`config.mk`:
```
export PLATFORM = sky130hd
export DESIGN_NAME = decode_stage
export DESIGN_NICKNAME = d
export VERILOG_FILES = /design/src/rtl/decode_pkg.sv /design/src/rtl/decode_stage_reg_bank.sv /design/src/rtl/decode_stage.sv
export SDC_FILE = /design/constraint.sdc
export NUM_CORES = 2
export LEC_CHECK = 0
export ABC_AREA = 0
export BUFFER_PORTS_ARGS = -buffer_cell sky130_fd_sc_hd__buf_2
export CAP_MARGIN = 20
export CORE_MARGIN = 5
export CORE_UTILIZATION = 36
export DETAILED_ROUTE_END_ITERATION = 16
export HOLD_SLACK_MARGIN = 0.02
export SLEW_MARGIN = 20
export SYNTH_ARGS = -nofsm -noshare
export SYNTH_HDL_FRONTEND = slang
export SYNTH_SLANG_ARGS = --single-unit
```
`constraint.sdc`:
```
create_clock -name clk -period 3 [get_ports clk]
set_input_delay 0.45 -clock clk [delete_from_list [all_inputs] [get_ports clk]]
set_output_delay 0.45 -clock clk [all_outputs]
set_load 0.02 [all_outputs]
```
`src/rtl/decode_pkg.sv`:
```
// Shared RV32I decode definitions: opcodes, immediate selectors, ALU encodings
// and the control half of the ID/EX bundle.
package decode_pkg;

  localparam logic [6:0] OP_R      = 7'b0110011;
  localparam logic [6:0] OP_IMM    = 7'b0010011;
  localparam logic [6:0] OP_LOAD   = 7'b0000011;
  localparam logic [6:0] OP_STORE  = 7'b0100011;
  localparam logic [6:0] OP_BRANCH = 7'b1100011;
  localparam logic [6:0] OP_JAL    = 7'b1101111;
  localparam logic [6:0] OP_JALR   = 7'b1100111;
  localparam logic [6:0] OP_LUI    = 7'b0110111;
  localparam logic [6:0] OP_AUIPC  = 7'b0010111;

  typedef enum logic [2:0] {IMM_I, IMM_S, IMM_B, IMM_J, IMM_U, IMM_NONE} imm_sel_e;

  localparam logic [3:0] ALU_ADD    = 4'd0;
  localparam logic [3:0] ALU_SUB    = 4'd1;
  localparam logic [3:0] ALU_SLL    = 4'd2;
  localparam logic [3:0] ALU_SLT    = 4'd3;
  localparam logic [3:0] ALU_SLTU   = 4'd4;
  localparam logic [3:0] ALU_XOR    = 4'd5;
  localparam logic [3:0] ALU_SRL    = 4'd6;
  localparam logic [3:0] ALU_SRA    = 4'd7;
  localparam logic [3:0] ALU_OR     = 4'd8;
  localparam logic [3:0] ALU_AND    = 4'd9;
  localparam logic [3:0] ALU_PASS_B = 4'd10;

  typedef struct packed {
    logic [2:0] funct3;
    logic [3:0] alu_ctrl;
    logic [1:0] mem_to_reg;
    logic       op_a_pc;
    logic       op_b_imm;
    logic       load;
    logic       store;
    logic       branch;
    logic       jal;
    logic       jalr;
    logic       reg_write;
    logic       illegal;
  } idex_t;

  function automatic logic [3:0] alu_op(input logic [2:0] funct3, input logic alt);
    case (funct3)
      3'b000:  alu_op = alt ? ALU_SUB : ALU_ADD;
      3'b001:  alu_op = ALU_SLL;
      3'b010:  alu_op = ALU_SLT;
      3'b011:  alu_op = ALU_SLTU;
      3'b100:  alu_op = ALU_XOR;
      3'b101:  alu_op = alt ? ALU_SRA : ALU_SRL;
      3'b110:  alu_op = ALU_OR;
      default: alu_op = ALU_AND;
    endcase
  endfunction

  function automatic logic [31:0] gen_imm(input logic [31:0] instr, input imm_sel_e sel);
    case (sel)
      IMM_I:   gen_imm = {{20{instr[31]}}, instr[31:20]};
      IMM_S:   gen_imm = {{20{instr[31]}}, instr[31:25], instr[11:7]};
      IMM_B:   gen_imm = {{19{instr[31]}}, instr[31], instr[7], instr[30:25], instr[11:8], 1'b0};
      IMM_J:   gen_imm = {{11{instr[31]}}, instr[31], instr[19:12], instr[20], instr[30:21], 1'b0};
      IMM_U:   gen_imm = {instr[31:12], 12'b0};
      default: gen_imm = '0;
    endcase
  endfunction

endpackage

```
`src/rtl/decode_stage_reg_bank.sv`:
```
// Register bank, two async read ports and one write port; x0 is hardwired zero.
// Build option: DECODE_WB_BYPASS_EN forwards same-cycle writeback data to the reads.
module reg_bank #(
  parameter int DataWidth  = 32,
  parameter int RegAddress = 5
) (
  input  logic                  clk,
  input  logic                  rst,
  input  logic [RegAddress-1:0] rs1,
  input  logic [RegAddress-1:0] rs2,
  output logic [DataWidth-1:0]  rs1_data,
  output logic [DataWidth-1:0]  rs2_data,
  input  logic                  wb_en,
  input  logic [RegAddress-1:0] wb_rd,
  input  logic [DataWidth-1:0]  wb_data
);

  localparam int Depth = 2 ** RegAddress;

  logic [DataWidth-1:0] regs [Depth];

  always_ff @(posedge clk or negedge rst) begin
    if (!rst) begin
      for (int i = 0; i < Depth; i++) regs[i] <= '0;
    end else if (wb_en && wb_rd != '0) begin
      regs[wb_rd] <= wb_data;
    end
  end

  always_comb begin
    rs1_data = regs[rs1];
`ifdef DECODE_WB_BYPASS_EN
    if (wb_en && wb_rd == rs1) rs1_data = wb_data;
`endif
    if (rs1 == '0) rs1_data = '0;
  end

  always_comb begin
    rs2_data = regs[rs2];
`ifdef DECODE_WB_BYPASS_EN
    if (wb_en && wb_rd == rs2) rs2_data = wb_data;
`endif
    if (rs2 == '0) rs2_data = '0;
  end

endmodule

```
`src/rtl/decode_stage.sv`:
```
// RV32I decode stage with registered ID/EX bundle, load-use stall and stall counter.
// Build option: DECODE_WB_BYPASS_EN (otherwise a same-cycle writeback read stalls one cycle).
module decode_stage
  import decode_pkg::*;
#(
  parameter int DataWidth  = 32,
  parameter int RegAddress = 5
) (
  input  logic                  clk,
  input  logic                  rst,
  input  logic                  if_valid,
  output logic                  if_ready,
  input  logic [DataWidth-1:0]  if_instr,
  input  logic [DataWidth-1:0]  if_pc,
  input  logic                  flush,
  input  logic                  wb_en,
  input  logic [RegAddress-1:0] wb_rd,
  input  logic [DataWidth-1:0]  wb_data,
  input  logic                  ex_ready,
  output logic                  id_valid,
  output logic [DataWidth-1:0]  id_pc,
  output logic [DataWidth-1:0]  id_rs1_data,
  output logic [DataWidth-1:0]  id_rs2_data,
  output logic [DataWidth-1:0]  id_imm,
  output logic [RegAddress-1:0] id_rs1,
  output logic [RegAddress-1:0] id_rs2,
  output logic [RegAddress-1:0] id_rd,
  output logic [2:0]            id_funct3,
  output logic [3:0]            id_alu_ctrl,
  output logic [1:0]            id_mem_to_reg,
  output logic                  id_op_a_pc,
  output logic                  id_op_b_imm,
  output logic                  id_load,
  output logic                  id_store,
  output logic                  id_branch,
  output logic                  id_jal,
  output logic                  id_jalr,
  output logic                  id_reg_write,
  output logic                  id_illegal,
  output logic [31:0]           stall_cnt
);

  logic [31:0]           instr;
  logic [6:0]            opcode;
  logic [RegAddress-1:0] rs1, rs2, rd;
  logic [DataWidth-1:0]  rs1_data, rs2_data, imm_ext;
  logic                  use_rs1, use_rs2;
  imm_sel_e              imm_sel;
  idex_t                 dec, id_ctrl;
  logic                  load_hz, hz, advance;

  assign instr   = if_instr[31:0];
  assign opcode  = instr[6:0];
  assign rs1     = RegAddress'(instr[19:15]);
  assign rs2     = RegAddress'(instr[24:20]);
  assign rd      = RegAddress'(instr[11:7]);
  assign imm_ext = DataWidth'($signed(gen_imm(instr, imm_sel)));

  always_comb begin
    dec        = '0;
    dec.funct3 = instr[14:12];
    imm_sel    = IMM_NONE;
    use_rs1    = 1'b0;
    use_rs2    = 1'b0;
    case (opcode)
      OP_R: begin
        use_rs1 = 1'b1; use_rs2 = 1'b1;
        dec.reg_write = 1'b1;
        dec.alu_ctrl  = alu_op(instr[14:12], instr[30]);
      end
      OP_IMM: begin
        use_rs1 = 1'b1; imm_sel = IMM_I;
        dec.reg_write = 1'b1; dec.op_b_imm = 1'b1;
        // only SRAI uses bit 30; for other I-ALU ops it is immediate payload
        dec.alu_ctrl  = alu_op(instr[14:12], instr[14:12] == 3'b101 && instr[30]);
      end
      OP_LOAD: begin
        use_rs1 = 1'b1; imm_sel = IMM_I;
        dec.load = 1'b1; dec.reg_write = 1'b1; dec.op_b_imm = 1'b1;
        dec.mem_to_reg = 2'd1;
      end
      OP_STORE: begin
        use_rs1 = 1'b1; use_rs2 = 1'b1; imm_sel = IMM_S;
        dec.store = 1'b1; dec.op_b_imm = 1'b1;
      end
      OP_BRANCH: begin
        use_rs1 = 1'b1; use_rs2 = 1'b1; imm_sel = IMM_B;
        dec.branch = 1'b1; dec.alu_ctrl = ALU_SUB;
      end
      OP_JAL: begin
        imm_sel = IMM_J;
        dec.jal = 1'b1; dec.reg_write = 1'b1; dec.op_a_pc = 1'b1; dec.op_b_imm = 1'b1;
        dec.mem_to_reg = 2'd2;
      end
      OP_JALR: begin
        use_rs1 = 1'b1; imm_sel = IMM_I;
        dec.jalr = 1'b1; dec.reg_write = 1'b1; dec.op_b_imm = 1'b1;
        dec.mem_to_reg = 2'd2;
      end
      OP_LUI: begin
        imm_sel = IMM_U;
        dec.reg_write = 1'b1; dec.op_b_imm = 1'b1; dec.alu_ctrl = ALU_PASS_B;
      end
      OP_AUIPC: begin
        imm_sel = IMM_U;
        dec.reg_write = 1'b1; dec.op_a_pc = 1'b1; dec.op_b_imm = 1'b1;
      end
      default: dec.illegal = 1'b1;
    endcase
    if (rd == '0) dec.reg_write = 1'b0;
  end

  reg_bank #(.DataWidth(DataWidth), .RegAddress(RegAddress)) u_reg_bank (
    .clk      (clk),
    .rst      (rst),
    .rs1      (rs1),
    .rs2      (rs2),
    .rs1_data (rs1_data),
    .rs2_data (rs2_data),
    .wb_en    (wb_en),
    .wb_rd    (wb_rd),
    .wb_data  (wb_data)
  );

  assign load_hz = if_valid && id_valid && id_ctrl.load && id_rd != '0 &&
                   ((use_rs1 && rs1 == id_rd) || (use_rs2 && rs2 == id_rd));

`ifdef DECODE_WB_BYPASS_EN
  assign hz = load_hz;
`else
  // without forwarding, wait one cycle for the write to land in the bank
  assign hz = load_hz || (if_valid && wb_en && wb_rd != '0 &&
                          ((use_rs1 && rs1 == wb_rd) || (use_rs2 && rs2 == wb_rd)));
`endif

  assign advance  = !id_valid || ex_ready;
  assign if_ready = advance && !hz && !flush;

  always_ff @(posedge clk or negedge rst) begin
    if (!rst) begin
      id_valid    <= 1'b0;
      id_pc       <= '0;
      id_rs1_data <= '0;
      id_rs2_data <= '0;
      id_imm      <= '0;
      id_rs1      <= '0;
      id_rs2      <= '0;
      id_rd       <= '0;
      id_ctrl     <= '0;
    end else if (flush) begin
      id_valid <= 1'b0;
    end else if (advance) begin
      if (if_valid && if_ready) begin
        id_valid    <= 1'b1;
        id_pc       <= if_pc;
        id_rs1_data <= rs1_data;
        id_rs2_data <= rs2_data;
        id_imm      <= imm_ext;
        id_rs1      <= rs1;
        id_rs2      <= rs2;
        id_rd       <= rd;
        id_ctrl     <= dec;
      end else begin
        id_valid <= 1'b0;
      end
    end
  end

  always_ff @(posedge clk or negedge rst) begin
    if (!rst) begin
      stall_cnt <= '0;
    end else if (hz && stall_cnt != '1) begin
      stall_cnt <= stall_cnt + 32'd1;
    end
  end

  assign id_funct3     = id_ctrl.funct3;
  assign id_alu_ctrl   = id_ctrl.alu_ctrl;
  assign id_mem_to_reg = id_ctrl.mem_to_reg;
  assign id_op_a_pc    = id_ctrl.op_a_pc;
  assign id_op_b_imm   = id_ctrl.op_b_imm;
  assign id_load       = id_ctrl.load;
  assign id_store      = id_ctrl.store;
  assign id_branch     = id_ctrl.branch;
  assign id_jal        = id_ctrl.jal;
  assign id_jalr       = id_ctrl.jalr;
  assign id_reg_write  = id_ctrl.reg_write;
  assign id_illegal    = id_ctrl.illegal;

endmodule

```
### Yosys cells after proc, flatten, opt, wreduce, memory -nomap -nowiden

Cells that the tools add are included.
W data, S select, Z words.

| word-level totals | value |
|---|---|
| register bits after elaboration | 1,218 |
| output and inout port bits | 195 |
| logic and storage cells | 165 |
| bits of input ports | 107 |

| cells by class | value |
|---|---|
| add/subtract/negate cells | 1 |
| eq/ne operators | 24 |
| bitwise logic cells | 4 |
| mux-type cells | 36 |
| reductions and logical operators | 43 |
| $lt $le $gt $ge | 4 |

Operator list:

| operator | count |
|---|---|
| $bwmux W1024 | 1 |
| $bmux W32 S5 | 2 |
| $mux W32 | 7 |
| $demux W32 S5 | 1 |
| $pmux W32 S5 | 1 |
| $pmux W4 S7 | 2 |
| $add A32 B1 Y32 const B | 1 |
| $ne A32 B32 Y1 const B | 1 |
| $eq A7 B6 Y1 const B | 3 |
| $eq A7 B7 Y1 const B | 3 |
| $eq A5 B5 Y1 | 4 |
| $mux W1 | 19 |
| $ge A6 B6 Y1 const B | 3 |
| $logic_and A1 B1 Y1 | 18 |
| $not A5 Y6 | 3 |
| $pmux W4 S4 | 1 |
| $logic_not A5 Y1 | 3 |
| $pmux W3 S5 | 1 |
| $eq A7 B5 Y1 const B | 2 |
| $reduce_or A7 Y1 | 2 |
| $eq A3 B2 Y1 const B | 4 |
| $eq A3 B3 Y1 const B | 4 |
| $reduce_bool A5 Y1 | 2 |
| $reduce_or A9 Y1 | 1 |
| other kinds (13) | 23 |

### Depth between registers and ports, before layout

| logic depth | value |
|---|---|
| depth in word-level cells | 14 |
| gate-level depth with buffers | 11 |

### By module

Synthesis repeated with hierarchy kept, for this count alone.

| second synthesis, totals | value |
|---|---|
| cells, all modules | 4,307 |
| area total of the unflattened synthesis | 62,856.5 sq um |

Modules (own cells, without submodules):

| module | cells an instance | instances | area an instance (sq um) | seq. area each (sq um) |
|---|---|---|---|---|
| reg_bank | 3,624 | 1 | 54,459.7 | 25,624.6 |
| decode_stage | 683 | 1 | 8,396.8 | 4,854.7 |

### Least setup slack after synthesis

No wires, ideal clock.

| path | value |
|---|---|
| path type | register to output |
| from | reg id_rd[1] |
| to | out if_ready |
| required time | 2.550 ns |
| data arrival time | 2.417 ns |
| slack | 0.133 ns |
| path buffers | 2 |
| stages on the path, launching flop included | 9 |
| path through | dfrtp_1 > or4_1 > o21ai_1 > or4_1 > a21oi_1 > or2_1 > buf_2 > buf_2 > nor3b_1 |

| between the ends | value |
|---|---|
| cells in the longest elaborated chain, start to end | 8 |
| elaborated cells between the ends (all ways) | 12 |

RTL lines:

| item | line | source |
|---|---|---|
| start: declaration | decode_stage.sv:27 | `output logic [RegAddress-1:0] id_rd,` |
| start signal: assignment | decode_stage.sv:161 | `id_rd <= rd;` |
| $eq A5 B5 Y1 | decode_stage.sv:126 | `((use_rs1 && rs1 == id_rd) \|\| (use_rs2 && rs2 == id_rd));` |
| $logic_and A1 B1 Y1 | decode_stage.sv:126 |  |
| $logic_or A1 B1 Y1 | decode_stage.sv:126 |  |
| $logic_and A1 B1 Y1 (*) | decode_stage.sv:125 | `assign load_hz = if_valid && id_valid && id_ctrl.load && id_rd != '0 &&` |
| $logic_or A1 B1 Y1 (*) | decode_stage.sv:132 | `assign hz = load_hz \|\| (if_valid && wb_en && wb_rd != '0 &&` |
| $logic_not A1 Y1 (*) | decode_stage.sv:137 | `assign if_ready = advance && !hz && !flush;` |
| $logic_and A1 B1 Y1 (*) (2 in series) | decode_stage.sv:137 |  |
| end: declaration | decode_stage.sv:12 | `output logic if_ready,` |

Every way passes the cells marked *; elsewhere a longest branch is shown, timed or not.

### Worst setup path in the final report

| path | value |
|---|---|
| from | reg id_ctrl, in the netlist id_load |
| to | out if_ready |

| between the ends | value |
|---|---|
| cells in the longest elaborated chain, start to end | 7 |

RTL lines:

| item | line | source |
|---|---|---|
| start: declaration | decode_stage.sv:49 | `idex_t dec, id_ctrl;` |
| start signal: assignment | decode_stage.sv:149 | `id_ctrl <= '0;` |
| start signal: assignment | decode_stage.sv:162 | `id_ctrl <= dec;` |
| $logic_and A1 B1 Y1 (3 in series) | decode_stage.sv:125 |  |
| $logic_or A1 B1 Y1 | decode_stage.sv:132 |  |
| $logic_not A1 Y1 | decode_stage.sv:137 |  |
| $logic_and A1 B1 Y1 (2 in series) | decode_stage.sv:137 |  |

Every way passes these cells.

==> out/metrics.sh <==
POST_SYNTH_INSTANCE_AREA_SQ_MM=0.06249
REG2REG_DEPTH=8
WORST_R2R_STARTPOINT='id_rd[1]'
FINAL_AREA_SQ_MM=0.07362
IR_WORST_VDD_mV=0.4278
GRT_MAX_DEGREE=111
SETUP_VIOL=1
FIRSTDRTPASSITERS=5
SYN_AVG_CELL_AREA_SQ_UM=13.78
TIMING.CRITICAL_PATH.ARRIVAL_NS=2.78
VIAS=43420
GP_CONGESTION=0.8471
UNREPAIRED_SETUP_ENDPOINTS_AFTER_GLOBAL_ROUTING='true'
MAXCAPVIOLCOUNT=0
CRITICAL_PATH_BUF_INV_COUNT=1
CRITICAL_PATH_CLASS='reg2out'
CP.REQUIRED_NS=2.55
SYNTH_MOST_COMMON_CELL='dfrtp_1'
ANTENNA_FOUND_INITIAL=20
CLOCK_PATH_BUFFERS=3
CORE_AREA_SQ_MM=0.1732
TIMING.CRITICAL_PATH.TO_TYPE='primary output'
CTS.SINK_COUNT=1218
NUMPORTBUFFERS=301
VIOLATIONS_IN_THE_FINAL_REPORTS='setup timing'
WORST_R2R_ENDPOINT='id_rs2_data[0]'
YOSYS_WARNINGS=0
NETLIST_INSTANCES=4534
TIMING.HOLD.WORST_ENDPOINT='id_rs2[3]'
SYNTHTOLAYOUTAREAGROWTH_PCT=17.81
DRT-VIAS-PER-INSTANCE=5.969
SYNTH_FF_TYPE='dfrtp_1'
REGMOSTFLOPS='u_reg_bank.regs'
POST_ROUTE_CELLS_DRIVE_ABOVE_1_SHARE=0.4643
PATH_CLK_SLEW_NS=0.06
FMAX_MHz=309.6
POST-PLACE-WS_NS=-0.08028
YS_SEQ_AREA_FRAC=0.4877
CELLPOWERDENSITY_mW_PER_MM2=650.6
WIRE_PER_INST_UM=29.71
SYNTH_EDF_COUNT=0
GRT.OVERFLOW.TOTAL=0
SLOWEST_STAGE_DELAY_ON_CRITICAL_PATH_NS=0.56
CRIT_PATH_START_KIND='register'
CHIPWIDTH_UM=426.6
NETLIST-CELL-TYPE-COUNT=58
R2R_SLACK_NS=0.25
FIRST_ITER_VIOLATIONS=4491
NUM_CTS_BUFFERS=134
NUM_IO_PINS=302
WORSTPATHCELLLIST='and3_4 -> o21ai_2 -> or4_4 -> a2111oi_4 -> or2_4 -> nor3b_2 -> buf_4'
DRC_ERRORS=0
GLOBALROUTETOTALUTIL=0.2335
HP-START='if_instr[23]'
FLOORPLAN_DIE_AREA_SQ_MM=0.1820
CRITICAL_PATH.SLOWEST_CELL='or4_4'
P_LEAK_nW=32.39
INITIAL_CORE_UTIL=0.3607
CTS.HTREE.LEVELS=4
CTS_TREE='done'
MIN_DELAY_WORST_TYPE='in2reg'
ANTENNA_VIOLATING_NETS_REMAINING=0
PERIOD_SHARE=1.077
SETUP_TOTAL_NEGATIVE_SLACK_NS=-0.2299
SYNTH_TOP_CELL_AREA_SHARE=0.4877
TIMING.HOLD.WORST_PATH_DEPTH=2
PLACE_INST=6959
CRIT_PATH_MAX_FANOUT=3
STATUS='finished with violations'
FRACTION_OF_SYNTHESIS_FLOPS_USING_AN_ASYNCHRONOUS_SET_OR_RESET_PIN=1.000
REPORT.FINAL.HOLD_VIOL_COUNT=0
WORST-SLEW-PIN-TRANSITION_NS=1.050
FP.DIEH_UM=426.6
CLK_LATENCY_NS=0.79
GRT_PASS1_WL_UM=313800
PLACEDINSTANCEAREA_SQ_MM=0.06856
SETUP_SKEW_NS=0.02346
SYNTH_TOP_CELL_BY_AREA='dfrtp_1'
SYNTH-SEQ-CELLS=1218
RELSLEWSLACK=0.2998
LARGEST_REG_FLOPS=1024
GRT_PASS1_VIAS=43850
TOP_CELLS_BY_AREA_SYNTH='dfrtp_1, mux2_2, mux4_2'
FINAL.SETUP.WORST_SLACK_NS=-0.2299
FAMILY_WITH_THE_MOST_DELAY_ON_THE_WORST_PATH='simple AND/OR/NAND/NOR gates'
TIMING_MAX_TRANSITION_VIOLATIONS_FINAL=0
SHORTEST_CLOCK_PERIOD_THE_WORST_PATH_ALLOWS_AFTER_LAYOUT_NS=3.230
FINAL_CORE_UTIL=0.4250
SYNTH_COMMON_CELLS='dfrtp_1, mux2_2, mux4_2'
MAPPEDNETLISTNETS=4642
TOTALWIRELENGTH_UM=216100
ROW_COUNT=153
FINAL-INSTANCE-COUNT-EXCL-FILL=7275
CTS.ROOT.BUFFER_CELL='clkbuf_16'
LAYOUT.NETS=4936
DETAILEDPLACEMENTHPWL_UM=130500
==> per-stage QoR <==
stage	power, mW	hold WS (ns)
finish	47.90	0.09739
global route	49.83	0.06945
CTS	48.12	0.03418
detailed placement	31.18	0.3632
global placement	30.87	0.3607
floorplan	27.74	0.1544
==> report_power, final <==
part	internal [mW]	switching, mW
Sequential	19.4	2.24
Clock	9.80	7.02
Combinational	5.23	4.22
==> cell type report <==
cell class | instances | area, sq um
Clock buffer | 197 | 3935
Timing Repair Buffer | 633 | 5445
Fill cell | 15700 | 99620
Sequential cell | 1218 | 30490
Antenna cell | 18 | 45.04
Tap cell | 2325 | 2909
Multi-Input combinational cell | 2796 | 30150
Inverter | 45 | 168.9
Clock inverter | 43 | 484.2
==> placed cells by master, fill, tap and decap left out, types with 66 or more instances in the layout <==
| cell | instances |
|---|---|
| mux4_2 | 364 |
| buf_4 | 183 |
| dfrtp_1 | 1213 |
| mux2i_1 | 277 |
| nor2_1 | 68 |
| buf_2 | 292 |
| nand3_1 | 86 |
| mux2_2 | 1065 |
| buf_12 | 101 |
| mux2_1 | 66 |
| o21ai_0 | 73 |
| clkbuf_16 | 138 |
| nand2_1 | 105 |
| a21oi_1 | 140 |
==> kinds of logic (layout without fill, tap and decap cells) <==
kind of cell | after synthesis | count (layout) | synth area share
adder cells (fa/ha/maj) | 1 | 1 | 0.0002002
XOR/XNOR | 51 | 51 | 0.007148
multiplexers | 1772 | 1772 | 0.3793
AND/OR/NAND/NOR | 449 | 449 | 0.03556
other | 0 | 18 | 0
AO/OA/AOI/OAI | 523 | 523 | 0.05644
flip-flops | 1218 | 1218 | 0.4877
buffers and inverters | 520 | 918 | 0.03358
==> worst max path at each step <==
stage                             from              to  cells after the start
after global routing          id_rd[3]        if_ready                      7
final                          id_load        if_ready                      7
after global placement    if_instr[22]  id_rs2_data[0]                      9
after CTS                     id_rd[3]        if_ready                      7
after detailed placement  if_instr[22]  id_rs2_data[0]                      9
after floorplan               id_rd[1]        if_ready                      8
==> layer usage <==
layer / vias to the layer above / wire length [um] / track usage
met3: 435 / 16610 / 0.04214
met1: 23200 / 91360 / 0.3235
met5: - / 23 / 0
li1: 17840 / - / -
met2: 1949 / 98570 / 0.3624
met4: 4 / 9569 / 0.09796
==> timing repair <==
action,in CTS,in global routing
setup buffers,4,2
hold buffers,52,0
setup endpoints to repair,1,1
hold endpoints to repair,124,0
pin swaps,3,7
cloned,0,0
resized for setup,7,4
==> worst register-to-register path, stage by stage (launching register included) <==
cell and delay [ns]:
dfrtp_2 0.44, or4_1 0.54, o21ai_2 0.14, or4_1 0.13
a21oi_1 0.11, nor3_2 0.42, buf_12 0.23, buf_12 0.24
mux2_2 0.40
Note: power is estimated with default switching activity, not from simulation.
